$ cat src/rtl/sap1_pkg.sv
// Shared types and constants for the SAP-1 accumulator/ALU slice.
// Latency and backpressure: none, declarations only.
package sap1_pkg;
   localparam int SAP1_WIDTH = 8;
   localparam logic OP_ADD = 1'b0;
   localparam logic OP_SUB = 1'b1;

   typedef enum logic [1:0] {
      IDLE  = 2'd0,
      EXEC  = 2'd1,
      WRITE = 2'd2
   } alu_state_t;
endpackage

$ cat src/rtl/alu_accumulator_if.sv
// Bus/control bundle between the SAP-1 controller side and the accumulator/ALU.
// Latency and backpressure: wires only; busy tells the master when start/load are ignored.
interface alu_accumulator_if #(parameter int WIDTH = 8);
   logic [WIDTH-1:0] data_bus;
   logic             load_acc;
   logic [WIDTH-1:0] regb_value;
   logic             start;
   logic             subtract;
   logic             enable_output;
   logic [WIDTH-1:0] acc_value;
   logic [WIDTH-1:0] alu_bus_out;
   logic             alu_bus_drive;
   logic             busy;
   logic             done;
   logic             carry_flag;
   logic             zero_flag;

   modport master (
      output data_bus, load_acc, regb_value, start, subtract, enable_output,
      input  acc_value, alu_bus_out, alu_bus_drive, busy, done, carry_flag, zero_flag
   );

   modport slave (
      input  data_bus, load_acc, regb_value, start, subtract, enable_output,
      output acc_value, alu_bus_out, alu_bus_drive, busy, done, carry_flag, zero_flag
   );
endinterface

$ cat src/rtl/adder_subtractor.sv
// Combinational A+B / A-B with carry out (carry = no-borrow when subtracting).
// Latency 0; no backpressure.
import sap1_pkg::*;

module adder_subtractor #(
   parameter int WIDTH = SAP1_WIDTH
) (
   input  logic [WIDTH-1:0] a,
   input  logic [WIDTH-1:0] b,
   input  logic             sub,
   output logic [WIDTH:0]   sum
);
   logic [WIDTH-1:0] b_eff;

   // Two's-complement subtract: invert B and inject the +1 as carry-in.
   assign b_eff = (sub == OP_SUB) ? ~b : b;
   assign sum   = {1'b0, a} + {1'b0, b_eff} + {{WIDTH{1'b0}}, sub};
endmodule

$ cat src/rtl/alu_accumulator.sv
// SAP-1 accumulator + adder/subtractor: start sampled in IDLE, flags after 1 cycle, A written after 2.
// start/load_acc are dropped (not queued) while busy; bus output is combinational gating of result_reg.
import sap1_pkg::*;

module alu_accumulator #(
   parameter int WIDTH = SAP1_WIDTH
) (
   input logic              Clock,
   input logic              Reset,
   alu_accumulator_if.slave bus
);
   alu_state_t       state;
   logic [WIDTH-1:0] acc;
   logic [WIDTH-1:0] operand_b;
   logic             op_sub;
   logic [WIDTH-1:0] result_reg;
   logic             carry_flag;
   logic             zero_flag;
   logic             busy;
   logic             done;
   logic [WIDTH:0]   sum;

   adder_subtractor #(.WIDTH(WIDTH)) u_addsub (
      .a   (acc),
      .b   (operand_b),
      .sub (op_sub),
      .sum (sum)
   );

   always_ff @(posedge Clock or posedge Reset) begin
      if (Reset) begin
         state      <= IDLE;
         acc        <= '0;
         operand_b  <= '0;
         op_sub     <= OP_ADD;
         result_reg <= '0;
         carry_flag <= 1'b0;
         zero_flag  <= 1'b0;
         busy       <= 1'b0;
         done       <= 1'b0;
      end else begin
         case (state)
            IDLE: begin
               done <= 1'b0;
               if (bus.load_acc) begin
                  acc <= bus.data_bus;
               end
               if (bus.start) begin
                  operand_b <= bus.regb_value;
                  op_sub    <= bus.subtract;
                  busy      <= 1'b1;
                  state     <= EXEC;
               end
            end
            EXEC: begin
               result_reg <= sum[WIDTH-1:0];
               carry_flag <= sum[WIDTH];
               zero_flag  <= (sum[WIDTH-1:0] == '0);
               done       <= 1'b1;
               state      <= WRITE;
            end
            WRITE: begin
               acc   <= result_reg;
               done  <= 1'b0;
               busy  <= 1'b0;
               state <= IDLE;
            end
            default: begin
               done  <= 1'b0;
               busy  <= 1'b0;
               state <= IDLE;
            end
         endcase
      end
   end

   assign bus.acc_value     = acc;
   assign bus.carry_flag    = carry_flag;
   assign bus.zero_flag     = zero_flag;
   assign bus.busy          = busy;
   assign bus.done          = done;
   assign bus.alu_bus_drive = bus.enable_output;
   assign bus.alu_bus_out   = bus.enable_output ? result_reg : '0;
endmodule

$ cat src/flat_wrapper.sv
// flat-port wrapper written by rule: the top's interface ports become plain ports
module alu_accumulator_flat 
#(
   parameter int WIDTH = SAP1_WIDTH
)
  (Clock, Reset, bus_data_bus, bus_load_acc, bus_regb_value, bus_start, bus_subtract, bus_enable_output, bus_acc_value, bus_alu_bus_out, bus_alu_bus_drive, bus_busy, bus_done, bus_carry_flag, bus_zero_flag);
  alu_accumulator_if #(.WIDTH(WIDTH)) bus_i ();
  input logic Clock;
  input logic Reset;
  input wire logic [$bits(bus_i.data_bus)-1:0] bus_data_bus;
  input wire logic [$bits(bus_i.load_acc)-1:0] bus_load_acc;
  input wire logic [$bits(bus_i.regb_value)-1:0] bus_regb_value;
  input wire logic [$bits(bus_i.start)-1:0] bus_start;
  input wire logic [$bits(bus_i.subtract)-1:0] bus_subtract;
  input wire logic [$bits(bus_i.enable_output)-1:0] bus_enable_output;
  output wire logic [$bits(bus_i.acc_value)-1:0] bus_acc_value;
  output wire logic [$bits(bus_i.alu_bus_out)-1:0] bus_alu_bus_out;
  output wire logic [$bits(bus_i.alu_bus_drive)-1:0] bus_alu_bus_drive;
  output wire logic [$bits(bus_i.busy)-1:0] bus_busy;
  output wire logic [$bits(bus_i.done)-1:0] bus_done;
  output wire logic [$bits(bus_i.carry_flag)-1:0] bus_carry_flag;
  output wire logic [$bits(bus_i.zero_flag)-1:0] bus_zero_flag;
  assign bus_i.data_bus = bus_data_bus;
  assign bus_i.load_acc = bus_load_acc;
  assign bus_i.regb_value = bus_regb_value;
  assign bus_i.start = bus_start;
  assign bus_i.subtract = bus_subtract;
  assign bus_i.enable_output = bus_enable_output;
  assign bus_acc_value = bus_i.acc_value;
  assign bus_alu_bus_out = bus_i.alu_bus_out;
  assign bus_alu_bus_drive = bus_i.alu_bus_drive;
  assign bus_busy = bus_i.busy;
  assign bus_done = bus_i.done;
  assign bus_carry_flag = bus_i.carry_flag;
  assign bus_zero_flag = bus_i.zero_flag;
  alu_accumulator #(.WIDTH(WIDTH)) u_core (.Clock(Clock), .Reset(Reset), .bus(bus_i));
endmodule
$ cat config.mk
export PLATFORM = sky130hd
export DESIGN_NAME = alu_accumulator_flat
export DESIGN_NICKNAME = d
export VERILOG_FILES = /design/src/rtl/sap1_pkg.sv /design/src/rtl/alu_accumulator_if.sv /design/src/rtl/adder_subtractor.sv /design/src/rtl/alu_accumulator.sv /design/src/flat_wrapper.sv
export SDC_FILE = /design/constraint.sdc
export NUM_CORES = 1
export LEC_CHECK = 0
export CORE_MARGIN = 3
export CORE_UTILIZATION = 49
export DETAILED_ROUTE_END_ITERATION = 8
export GPL_ROUTABILITY_DRIVEN = 0
export PLACE_DENSITY = 0.79
export SLEW_MARGIN = 20
export SYNTH_ARGS = -nofsm -noshare
export SYNTH_HDL_FRONTEND = slang
export SYNTH_SLANG_ARGS = --single-unit
$ cat constraint.sdc
create_clock -name Clock -period 2.8 [get_ports Clock]
set_input_delay 0.42 -clock Clock [delete_from_list [all_inputs] [get_ports Clock]]
set_output_delay 0.42 -clock Clock [all_outputs]
set_load 0.01 [all_outputs]
Yosys cells after proc, flatten, opt, wreduce, memory -nomap -nowiden
Cells that the tools add are included.
{"block": "totals", "out_inout_bits": 21, "in_bits": 22, "register_bits": 31}
{"block": "classes", "n_bitwise": 2, "mux": 9, "n_reduce_logical": 6, "eq_ne": 4, "add_sub_neg": 2}
{"operator": "$mux W8", "count": 3}
{"operator": "$pmux W8 S2", "count": 1}
{"operator": "$add A8 B8 Y9", "count": 1}
{"operator": "$add A9 B1 Y9", "count": 1}
{"operator": "$logic_not A8 Y1", "count": 1}
{"operator": "$not A8 Y8", "count": 1}
{"operator": "$reduce_and A2 Y1", "count": 3}
{"operator": "$ne A2 B2 Y1 const B", "count": 2}
{"operator": "$pmux W2 S2", "count": 1}
{"operator": "$eq A2 B1 Y1 const B", "count": 1}
{"operator": "$eq A2 B2 Y1 const B", "count": 1}
{"operator": "$logic_not A2 Y1", "count": 1}
{"operator": "$mux W1", "count": 2}
{"operator": "$mux W2", "count": 1}
{"operator": "$pmux W1 S2", "count": 1}
{"operator": "$reduce_bool A2 Y1", "count": 1}
{"operator": "$not A1 Y1", "count": 1}

Logic depth before layout (Yosys ltp)
{"block": "logic_depth", "depth_word": 5, "mapped_depth": 9, "ltp_nobuf": 8}

By module
From an unflattened synthesis, not the netlist that was laid out.
{"block": "hier_totals", "cells_unflattened": 155, "hier_area_um2": 1731.7}
{"module": "alu_accumulator", "area_each_um2": 1333.8, "n_inst": 1, "seq_area_each_um2": 775.7, "cells_per_inst": 107}
{"module": "adder_subtractor", "area_each_um2": 397.9, "n_inst": 1, "seq_area_each_um2": 0.0, "cells_per_inst": 48}

Worst setup path after synthesis
OpenSTA, ideal clock, no wires.
{"block": "synth_timing", "path_type": "register -> register", "start": "reg u_core.op_sub", "end": "reg u_core.zero_flag (netlist: u_core.bus.zero_flag)", "synth_period_minus_slack_ps": 2076, "setup_slack_ps": 724, "arrival_time_ps": 1981, "stages_incl_launch_ff": 10, "setup_time_ps": 95, "n_path_buf": 1, "path_cell_list": "dfrtp_1 > buf_6 > xor2_1 > inv_1 > fa_1 > nand2b_1 > a211oi_1 > o31a_1 > nor2_1 > o31ai_1"}
{"block": "synth_via", "elab_chain_cells": 4}
{"item": "start: declaration", "line": "alu_accumulator.sv:15", "text": "logic op_sub;"}
{"item": "start signal: assignment", "line": "alu_accumulator.sv:50", "text": "op_sub <= bus.subtract;"}
{"item": "$mux W8", "line": "adder_subtractor.sv:16", "text": "assign b_eff = (sub == OP_SUB) ? ~b : b;"}
{"item": "$add A8 B8 Y9", "line": "adder_subtractor.sv:17", "text": "assign sum = {1'b0, a} + {1'b0, b_eff} + {{WIDTH{1'b0}}, sub};"}
{"item": "$add A9 B1 Y9 *", "line": "adder_subtractor.sv:17"}
{"item": "$logic_not A8 Y1 *", "line": "alu_accumulator.sv:58", "text": "zero_flag <= (sum[WIDTH-1:0] == '0);"}
{"item": "end signal: assignment", "line": "alu_accumulator.sv:58"}
{"item": "end: declaration", "line": "alu_accumulator.sv:18", "text": "logic zero_flag;"}
Every way passes the cells marked *; elsewhere a longest branch is shown, timed or not.
A chain may end at the register's enable or synchronous reset.

Worst setup path after layout
Same ends and word-level chain as after synthesis.

==> flow_summary.ini <==
[synth]
synth-seq-area-share_pct = 44.6
postSynth.asyncResetShare_pct = 100
synth-main-ff-cell = dfrtp_1
ys_types = 39
synth_edf_count = 0
avgSynthCellArea_um2 = 10.4
synthSimpleGateAreaFrac_pct = 14.1
muxShareOfSynthArea_pct = 7.27
synthXorXnorAreaFrac_pct = 6.04
synthAdderAreaFrac_pct = 6.19
synth_top_family_by_area = compound AO/OA/AOI/OAI gates
netlist_area_um2 = 1740
synth_compound_area_share_pct = 18.1
yosysWarnings = 0
syn_nets = 198
ys_ff_latch = 31
syn-instance-count = 168

[clocking]
ctsRootBufferMaster = clkbuf_4
clk_latency_ns = 0.33
postCtsSetupRepairBufs = 0
path_clk_slew_ns = 0.10
cts_tree = built
numCtsBuffers = 5
htreeDepth = 2
cts_buffer_depth = 2
cts_hold_buffers = 0
cts_resized = 0
clock-sinks = 31

[grt]
antenna_found_initial = 0
grt_usage_pct = 20.3
grt_pass1_vias = 1356
grt_remaining_overflow = 0
grt_pass1_wl_mm = 6.46
grt_max_degree = 32

[floorplan]
start_util_pct = 51.3
rows = 21
die_area_um2 = 4300
die_x_um = 65.6
ioPinCount = 43
die_h_um = 65.6
core_um2 = 3390

[detailed_routing]
postRouteAntennaNets = 0
viasPerCell = 5.40
vias = 1399
dr.pass1.iters = 4
drc = 0
first_iter_violations = 81
drt_wl_total_mm = 3.85
wl_per_cell_um = 14.9

[flow_run]
maxCapViolations = 0

[timing]
worst_pin_slew_ns = 0.495
relSlewSlack_pct = 67.0
setup-violations-final = 0
rsz0062_at_grt = false
max_freq_mhz = 411
worst_slack_ns = 0.369
hold_viol = 0
hold_ws_ns = 0.450
final.min_clock_period_ns = 2.43
tns_ns = 0
fin_crit_sh_pct = 86.8
finalMaxSlewViolations = 0
finalClockSkew_ns = 0.00615

[setup_path]
crit_start = u_core.op_sub
worstRegToRegCells = 8
critPathBufInv = 1
r2r_start = u_core.op_sub
end_kind = flop
slowest_delay_ns = 0.59
crit_fanout = 9
path_depth = 8
crit_path_top_delay_cell = dfrtp_1
crit_chain = xor2_1 -> inv_1 -> fa_1 -> nand2b_1 -> a211oi_1 -> o31a_1 -> nor2_1 -> o31ai_1
reg2reg_slack_ns = 0.37
cp.required_ns = 3.04
arrival_ns = 2.67
critPathTopFamily = compound AO/OA/AOI/OAI gates
crit_path_end = u_core.bus.zero_flag
crit_type = reg2reg
rr_endpoint = u_core.bus.zero_flag
startpoint_type = flop

[power_and_ir_drop]
intPower_mw = 1.44
p_sw_mw = 0.927
power_leakage_nw = 0.945
p_sw_share_pct = 39.1
ir_drop_v = 0.000510
p_clk_share_pct = 15.4
p_per_area_nw_per_um2 = 1040
combPwrFrac_pct = 53.1
seq_power_share_pct = 31.6

[layout]
fin_cells = 259
nFillCells = 273
antenna_cells = 0
fin_nets = 242
layout-drive-gt1-share_pct = 11.3
syn_to_final_growth_pct = 31.1

[place]
numPortBuffers = 42
dpl.hpwl_mm = 3.00
place_inst = 251
place_ws_ns = 0.409

[run_status]
outcome = finished clean

[worst_hold_path]
hp-class = in2async
-- cell usage in the layout (no fill, tap or decap), types with 4 or more instances in the layout --
cell type / instances
a21oi_1: 13
a22oi_1: 7
and2_1: 9
clkbuf_4: 5
clkdlybuf4s50_1: 42
dfrtp_1: 31
ha_1: 7
inv_1: 6
mux2_2: 10
nand2_1: 9
nor2_1: 9
nor2b_1: 8
o21ai_0: 15
xnor2_1: 4
xor2_1: 8
-- power by group through the flow --
stage	sequential [mW]	clock [mW]	combinational (mW)
after floorplan	0.724	0	0.898
after global placement	0.748	0	1.21
after detailed placement	0.760	0	1.25
after CTS	0.750	0.376	1.26
after global routing	0.773	0.391	1.41
final	0.748	0.364	1.26
-- cells in the mapped netlist (all sizes together) (2+ instances only) --
cell / count / area, um2
dfrtp: 31 / 776
o21ai: 15 / 75.1
a21oi: 13 / 65.1
mux2: 10 / 113
and2: 9 / 56.3
nand2: 9 / 33.8
nor2: 9 / 33.8
nor2b: 8 / 50.1
xor2: 8 / 70.1
a22oi: 7 / 52.6
ha: 7 / 87.6
inv: 6 / 22.5
clkbuf: 4 / 15.0
xnor2: 4 / 35.0
buf: 3 / 23.8
nand4: 2 / 12.5
nor3b: 2 / 15.0
o31ai: 2 / 15.0
-- worst min-delay path by stage --
stage / slack [ns] / endpoint / startpoint / cells past startpoint
finish: 0.45 / u_core.operand_b[2] / Reset / 3
global route: 0.50 / u_core.bus.busy / Reset / 3
global placement: 0.47 / u_core.bus.busy / u_core.bus.busy / 1
detailed placement: 0.47 / u_core.bus.zero_flag / u_core.bus.zero_flag / 2
CTS: 0.45 / u_core.bus.busy / Reset / 3
floorplan: 0.46 / u_core.result_reg[6] / u_core.result_reg[6] / 2
-- routing by layer --
| metal | up-vias | share of wire [%] | GRT usage, % |
|---|---|---|---|
| met4 | 0 | 1.2 | 6.99 |
| met1 | 661 | 43 | 23.9 |
| met2 | 49 | 50 | 36.0 |
| met3 | 5 | 6.5 | 4.44 |
| li1 | 684 | - | - |
| met5 | - | 0 | 0 |
-- worst register-to-register path, cell delays in order (launching register included) --
cell and delay (ns):
dfrtp_1 0.59, xor2_1 0.23, inv_1 0.08, fa_1 0.42
nand2b_1 0.17, a211oi_1 0.33, o31a_1 0.23, nor2_1 0.06
o31ai_1 0.23
-- cell families after synthesis --
| group | after synthesis |
|---|---|
| adder cells (fa/ha/maj) | 8 |
| AO/OA/AOI/OAI | 47 |
| multiplexers | 11 |
| flip-flops | 31 |
| XOR/XNOR | 12 |
| AND/OR/NAND/NOR | 45 |
| buffers and inverters | 14 |
-- final cells by class --
class	instances	area, um2	area share [%]
tap	46	57.6	2.52
clock buffer	6	51.3	2.25
timing repair buffer	44	435	19.1
sequential	31	776	34.0
clock inverter	2	35.0	1.54
inverter	7	26.3	1.15
multi-input combinational	123	898	39.4
-- stage by stage --
stage | instance area (um2) | util, % | power [mW]
final | 2280 | 67.3 | 2.37
after floorplan | 1740 | - | 1.62
after CTS | 2280 | 67.3 | 2.39
after detailed placement | 2190 | 64.7 | 2.01
after global routing | 2280 | 67.3 | 2.57
after global placement | 2190 | 64.7 | 1.95
Power figures use the tool's default switching activity.
